--- src/rtl/ram8k_arbiter_pkg.sv ---
// Shared FSM encoding, RAM geometry and grant type for the 8 KiB RAM arbiter.
package ram8k_arbiter_pkg;

    localparam logic [1:0] ST_IDLE  = 2'd0;
    localparam logic [1:0] ST_ISSUE = 2'd1;
    localparam logic [1:0] ST_RESP  = 2'd2;

    localparam int unsigned RAM_WORDS = 2048;
    localparam int unsigned RAM_AW    = 11;
    localparam logic [31:0] RAM_BYTES = 32'd8192;

    typedef enum logic {
        GNT_I = 1'b0,
        GNT_D = 1'b1
    } gnt_e;

endpackage

--- src/rtl/ram8k_arb_pick.sv ---
// Combinational two-way request picker.
// RAM8K_ARB_RR_EN selects round-robin; otherwise the data port has fixed priority.
module ram8k_arb_pick
    import ram8k_arbiter_pkg::*;
(
    input  logic i_ivalid,
    input  logic i_dvalid,
    input  gnt_e i_last,
    output gnt_e o_gnt
);

`ifdef RAM8K_ARB_RR_EN
    always_comb begin
        o_gnt = GNT_I;
        // On conflict the port that was not served last wins.
        if (i_ivalid && i_dvalid) begin
            o_gnt = (i_last == GNT_I) ? GNT_D : GNT_I;
        end else if (i_dvalid) begin
            o_gnt = GNT_D;
        end
    end
`else
    logic w_unused_pick;
    assign w_unused_pick = i_ivalid ^ (i_last == GNT_D);

    always_comb begin
        o_gnt = GNT_I;
        if (i_dvalid) begin
            o_gnt = GNT_D;
        end
    end
`endif

endmodule

--- src/rtl/ram8k_arbiter.sv ---
// Shares one 2048x32 byte-enabled synchronous RAM between instruction and data ports.
// Define RAM8K_ARB_RR_EN for round-robin arbitration (default: data port priority).
module ram8k_arbiter
    import ram8k_arbiter_pkg::*;
#(
    parameter logic [31:0] BASE_ADDR = 32'h0000_0000
) (
    input  logic                clock,
    input  logic                resetn,
    input  logic                i_valid,
    input  logic [31:0]         i_addr,
    output logic                i_ready,
    output logic [31:0]         i_rdata,
    input  logic                d_valid,
    input  logic [31:0]         d_addr,
    input  logic [3:0]          d_wstrb,
    input  logic [31:0]         d_wdata,
    output logic                d_ready,
    output logic [31:0]         d_rdata,
    output logic                bus_err,
    output logic [RAM_AW-1:0]   ram_address,
    output logic [3:0]          ram_byteena,
    output logic [31:0]         ram_data,
    output logic                ram_rden,
    output logic                ram_wren,
    input  logic [31:0]         ram_q
);

    logic [1:0]        r_state;
    gnt_e              r_gnt;
    logic              r_inr;
    logic              r_rd;
    logic              r_i_ready;
    logic              r_d_ready;
    logic              r_bus_err;
    logic [RAM_AW-1:0] r_address;
    logic [3:0]        r_byteena;
    logic [31:0]       r_data;
    logic              r_rden;
    logic              r_wren;

    gnt_e        w_gnt;
    gnt_e        w_last;
    logic        w_any;
    logic        w_inr;
    logic [31:0] w_off;
    logic [3:0]  w_wstrb;

`ifdef RAM8K_ARB_RR_EN
    assign w_last = r_gnt;
`else
    assign w_last = GNT_I;
`endif

    ram8k_arb_pick u_pick (
        .i_ivalid (i_valid),
        .i_dvalid (d_valid),
        .i_last   (w_last),
        .o_gnt    (w_gnt)
    );

    assign w_any   = i_valid | d_valid;
    assign w_off   = ((w_gnt == GNT_D) ? d_addr : i_addr) - BASE_ADDR;
    assign w_inr   = (w_off < RAM_BYTES);
    assign w_wstrb = (w_gnt == GNT_D) ? d_wstrb : 4'b0000;

    // RAM pins are registered at IDLE exit so the enables are live during ISSUE.
    always_ff @(posedge clock or negedge resetn) begin
        if (!resetn) begin
            r_state   <= ST_IDLE;
            r_gnt     <= GNT_I;
            r_inr     <= 1'b0;
            r_rd      <= 1'b0;
            r_i_ready <= 1'b0;
            r_d_ready <= 1'b0;
            r_bus_err <= 1'b0;
            r_address <= '0;
            r_byteena <= 4'b0000;
            r_data    <= 32'h0;
            r_rden    <= 1'b0;
            r_wren    <= 1'b0;
        end else begin
            case (r_state)
                ST_IDLE: begin
                    r_i_ready <= 1'b0;
                    r_d_ready <= 1'b0;
                    r_bus_err <= 1'b0;
                    if (w_any) begin
                        r_gnt     <= w_gnt;
                        r_inr     <= w_inr;
                        r_rd      <= (w_wstrb == 4'b0000);
                        r_address <= w_off[RAM_AW+1:2];
                        r_byteena <= w_inr ? w_wstrb : 4'b0000;
                        r_data    <= (w_gnt == GNT_D) ? d_wdata : 32'h0;
                        r_rden    <= w_inr && (w_wstrb == 4'b0000);
                        r_wren    <= w_inr && (w_wstrb != 4'b0000);
                        r_state   <= ST_ISSUE;
                    end
                end
                ST_ISSUE: begin
                    r_rden    <= 1'b0;
                    r_wren    <= 1'b0;
                    r_i_ready <= (r_gnt == GNT_I);
                    r_d_ready <= (r_gnt == GNT_D);
                    r_bus_err <= !r_inr;
                    r_state   <= ST_RESP;
                end
                ST_RESP: begin
                    r_i_ready <= 1'b0;
                    r_d_ready <= 1'b0;
                    r_bus_err <= 1'b0;
                    r_state   <= ST_IDLE;
                end
                default: begin
                    r_state <= ST_IDLE;
                end
            endcase
        end
    end

    assign i_ready     = r_i_ready;
    assign d_ready     = r_d_ready;
    assign bus_err     = r_bus_err;
    assign ram_address = r_address;
    assign ram_byteena = r_byteena;
    assign ram_data    = r_data;
    assign ram_rden    = r_rden;
    assign ram_wren    = r_wren;

    // Read data comes straight from the RAM output register; zero unless a valid read completes.
    assign i_rdata = (r_i_ready && r_inr && r_rd) ? ram_q : 32'h0;
    assign d_rdata = (r_d_ready && r_inr && r_rd) ? ram_q : 32'h0;

endmodule

--- config.mk ---
export PLATFORM = sky130hd
export DESIGN_NAME = ram8k_arbiter
export DESIGN_NICKNAME = d
export VERILOG_FILES = /design/src/rtl/ram8k_arbiter_pkg.sv /design/src/rtl/ram8k_arb_pick.sv /design/src/rtl/ram8k_arbiter.sv
export SDC_FILE = /design/constraint.sdc
export NUM_CORES = 1
export LEC_CHECK = 0
export CELL_PAD_IN_SITES_DETAIL_PLACEMENT = 1
export CELL_PAD_IN_SITES_GLOBAL_PLACEMENT = 2
export CORE_MARGIN = 3
export CORE_UTILIZATION = 29
export DETAILED_ROUTE_END_ITERATION = 8
export DONT_BUFFER_PORTS = 1
export MAX_ROUTING_LAYER = met4
export PLACE_DENSITY = 0.75
export SLEW_MARGIN = 20
export SYNTH_ARGS = -nofsm -noshare
export SYNTH_HDL_FRONTEND = slang
export SYNTH_SLANG_ARGS = --single-unit
--- constraint.sdc ---
create_clock -name clock -period 1.55 [get_ports clock]
set_input_delay 0.0775 -clock clock [delete_from_list [all_inputs] [get_ports clock]]
set_output_delay 0.0775 -clock clock [all_outputs]
set_load 0.02 [all_outputs]
==> tab_implementation.tex <==
\begin{tabular}{lr}
\hline
Metric & Value \\
\hline
\multicolumn{2}{l}{\textbf{Clock tree}} \\
\quad CTS tree & built \\
\quad \# H-tree levels & 3 \\
\quad Clock slew at reported path FFs & 0.06 ns \\
\quad Cell at the root of the clock tree & sky130\_fd\_sc\_hd\_\_clkbuf\_8 \\
\quad Max Root-Sink Buffers & 2 \\
\quad Post-CTS setup buffers & 0 \\
\quad Clock network latency to the later pin of the worst-skew pair & between 0.3 and 0.4 ns \\
\quad Sinks on the clock net & between 50 and 60 \\
\quad Num CTS Buffers & 9 \\
\multicolumn{2}{l}{\textbf{Setup path}} \\
\quad Worst EP arrival & between 1 and 1.5 ns \\
\quad Crit start category & register \\
\quad Sequence of cells on the critical path & and3\_1, buf\_8, and2\_2 \\
\quad Slowest stage cell on the critical path & sky130\_fd\_sc\_hd\_\_dfrtp\_2 \\
\quad Largest fanout on the critical path & 32 \\
\quad Kind of critical path & register to output port \\
\quad Delay of the slowest critical-path stage & roughly 0.47 ns \\
\quad Endpoint type of the worst setup path & output port \\
\quad Worst path top cell family by delay & simple AND/OR/NAND/NOR gates \\
\quad Buffers \& Inverters on Critical Path & 1 \\
\quad Data required time at the worst endpoint & $\sim$1.5 ns \\
\multicolumn{2}{l}{\textbf{Logic synthesis}} \\
\quad \#FFs+latches synth & 57 \\
\quad Most used standard cells in the synthesized netlist & sky130\_fd\_sc\_hd\_\_and2\_1 (66), sky130\_fd\_sc\_hd\_\_dfrtp\_1 (57), sky130\_fd\_sc\_hd\_\_a22o\_1 (32), sky130\_fd\_sc\_hd\_\_nand2\_1 (22), sky130\_fd\_sc\_hd\_\_o21ai\_1 (12) \\
\quad Most repeated cell in the gate-level netlist after synthesis & sky130\_fd\_sc\_hd\_\_and2\_1 \\
\quad Number of synthesized flops with an enable pin & 0 \\
\quad Area share of the leading cell type in the synthesized netlist & between 50\% and 60\% \\
\quad Warnings, synthesis & 0 \\
\quad Average footprint of a synthesized cell & between 10 and 15 sq um \\
\quad Instance count of the mapped netlist & about 260 \\
\quad Number of different library cells in the post-synthesis netlist & 31 \\
\quad Post-synthesis instance area & approximately 0.0027 sq mm \\
\quad Register area share after synthesis & about half \\
\quad Top flip-flop cell by instance count after synthesis & sky130\_fd\_sc\_hd\_\_dfrtp\_1 \\
\quad Top cell type by total area after synthesis & sky130\_fd\_sc\_hd\_\_dfrtp\_1 \\
\quad Fraction of synthesis flops using an asynchronous set or reset pin & 100\% \\
\quad Number of nets in the synthesized netlist & between 300 and 400 \\
\quad Synth top area cells & sky130\_fd\_sc\_hd\_\_dfrtp\_1 (52\%), sky130\_fd\_sc\_hd\_\_and2\_1 (15\%), sky130\_fd\_sc\_hd\_\_a22o\_1 (10\%) \\
\multicolumn{2}{l}{\textbf{Die}} \\
\quad Die width & 103 microns \\
\quad Standard-cell rows & 34 \\
\quad Count of pins on the block boundary & roughly 250 \\
\quad Initial core utilization & between 30 and 40\% \\
\quad Die outline area & between 0.01 and 0.015 sq mm \\
\quad Core box area & about 0.009 sq mm \\
\quad Y dimension of the die & 103 microns \\
\multicolumn{2}{l}{\textbf{Timing}} \\
\quad Slew at the pin with the worst max-slew slack & approximately 0.9 ns \\
\quad Post-route fraction of the period consumed by the critical path & 98.9\% \\
\quad Clock period minus final worst setup slack & 1.53 ns \\
\quad Setup repair after global routing missed its margin & yes \\
\quad Slew Limit Headroom & between 40\% and 50\% \\
\quad Worst clock skew on the final layout & approximately 0.0090 ns \\
\quad Setup Viol. Count Final & 0 \\
\quad Worst Setup Slack, final & approximately 0.018 ns \\
\quad Final setup TNS & 0 ns \\
\quad Final hold violations & 0 \\
\quad Highest clock frequency the design can meet & 653 MHz \\
\quad Number of pins with negative max-slew slack in the final report & 0 \\
\multicolumn{2}{l}{\textbf{Cells and area}} \\
\quad Synth-to-Final Area Change & 39.5\% \\
\quad Final std cell area, no fill & $\sim$0.0038 sq mm \\
\quad FF/Latch Area & $\sim$0.0014 sq mm \\
\quad Multi-input combinational cell area & between 0.001 and 0.0015 sq mm \\
\quad Diodes inserted & 0 \\
\quad Final net count & 457 \\
\quad Number of inserted filler cells in the final layout & around 950 \\
\quad Share of post-route cells with drive strength above 1 & between 20\% and 30\% \\
\multicolumn{2}{l}{\textbf{Drt}} \\
\quad Routed Antenna Nets & 0 \\
\quad DR DRC count & 0 \\
\quad Number of design-rule violations left by the first detailed-router iteration & 68 \\
\quad Via count of the routed design & between 2,000 and 2,500 \\
\quad Number of detailed-route iterations in the first pass & 4 \\
\quad Average wire length per cell after detail routing & between 20 and 25 microns \\
\quad Vias per Instance & 5.15 \\
\quad DRT Wirelength & between 9 and 10 mm \\
\multicolumn{2}{l}{\textbf{Pwr}} \\
\quad Worst vdd rail ir drop & between 900 and 1000 uV \\
\quad Overall power consumption & between 6 and 7 mW \\
\quad Lkg Pwr & about 1.7 nW \\
\quad PwrDens & approximately 1700 mW/mm\^{}2 \\
\multicolumn{2}{l}{\textbf{Placed design}} \\
\quad Sum of net half-perimeters after detailed placement & between 6 and 7 mm \\
\quad Placed standard-cell area & 0.00291 sq mm \\
\quad IO Port Bufs & 0 \\
\quad Worst setup timing slack at the placement stage & between 0.1 and 0.15 ns \\
\quad Gp weighted congestion & roughly 0.69 \\
\multicolumn{2}{l}{\textbf{Status}} \\
\quad Outcome & finished clean \\
\multicolumn{2}{l}{\textbf{Global route}} \\
\quad Overall Global Routing Usage & between 15 and 20\% \\
\quad Pin count of the biggest net entering global routing & 58 \\
\quad Via count of the first global-routing pass & between 2,000 and 2,500 \\
\quad Initial antenna violation count & 0 \\
\quad First-pass GRT wire length & $\sim$14 mm \\
\quad Total gr overflow & 0 \\
\multicolumn{2}{l}{\textbf{Min path}} \\
\quad Worst min-delay path category & input pin to register \\
\multicolumn{2}{l}{\textbf{Job}} \\
\quad Number of max-cap violations & 0 \\
\hline
\end{tabular}
## placed cells by master, fill, tap and decap left out, drive strengths merged, types with 4 or more instances in the layout
master	Yosys	final
nor4	5	5
dfrtp	57	57
mux2i	11	11
o21ai	13	13
nand2	22	22
a22o	32	32
clkbuf	10	9
and2	66	66
inv	3	4
buf	9	8
dlygate4sd3	0	59
nand3	6	6
o31ai	6	6
## cell type report
| class | instances | area share [%] |
|---|---|---|
| clock inverters | 6 | 1.80 |
| inverters | 3 | 0.294 |
| multi-input cells | 182 | 34.5 |
| well taps | 126 | 4.12 |
| flip-flops and latches | 57 | 37.3 |
| clock buffers | 9 | 3.23 |
| repair buffers | 68 | 18.8 |
## routing by layer
metal	track usage, %	up-vias	share of wire, %	routed length (microns)
li1	-	1031	-	-
met4	6.37	0	1.4	132
met3	5.43	14	9.3	903
met5	-	-	0	0
met1	17.3	1135	33	3170
met2	33.3	144	57	5520
## flip-flops by register name, indices dropped and copies added, names as in the netlist, 2 cells and up
| signal | cells |
|---|---|
| r_state | 2 |
| ram_address | 11 |
| ram_byteena | 4 |
| ram_data | 32 |
## power by group
part / internal [mW] / switching (mW) / total, mW
Combinational: 0.793 / 0.807 / 1.60
Sequential: 2.13 / 1.28 / 3.42
Clock: 0.740 / 0.624 / 1.36
Total: 3.66 / 2.72 / 6.38
## through the flow
stage | hold slack [ns] | util, % | instances
global placement | -0.216 | 32.5 | 375
CTS | 0.00207 | 42.1 | 451
finish | 0.0190 | 42.7 | 451
global route | 0.0338 | 42.7 | 451
floorplan | -0.218 | - | 261
detailed placement | -0.217 | 32.5 | 375
## path summary, 6_finish.rpt
path	start	end	slack, ns	cells after the start
setup / recovery	d_ready	d_rdata[22]	0.02	3
hold / removal	d_wstrb[1]	r_rd	0.02	3
setup reg to reg	r_state[1]	ram_wren	0.21	4
hold reg to reg	r_gnt	r_gnt	0.48	1
max in group asynchronous	resetn	d_ready	1.03	2
min in group asynchronous	resetn	ram_data[20]	0.26	2
## kinds of logic (layout without fill, tap and decap cells)
| family | Yosys count | in the layout | synth area share, % |
|---|---|---|---|
| AND/OR/NAND/NOR | 113 | 113 | 24.3 |
| multiplexers | 11 | 11 | 4.01 |
| AO/OA/AOI/OAI | 58 | 58 | 16.5 |
| flip-flops | 57 | 57 | 52.0 |
| buffers and inverters | 22 | 86 | 3.24 |
## worst register-to-register path: stages (launching register included)
cell and delay [ns]:
sky130_fd_sc_hd__dfrtp_1 0.44, sky130_fd_sc_hd__nor2_2 0.19, sky130_fd_sc_hd__o21ai_4 0.10, sky130_fd_sc_hd__buf_4 0.19, sky130_fd_sc_hd__o41ai_2 0.32
## timing repair
action | 4_1_cts | 5_1_grt
endpoints found under the hold margin | 107 | 0
pin swaps | 0 | 0
resized for setup | 34 | 34
gates cloned | 0 | 0
hold buffers | 61 | 0
endpoints found under the setup margin | 33 | 66
Power figures use the tool's default switching activity.
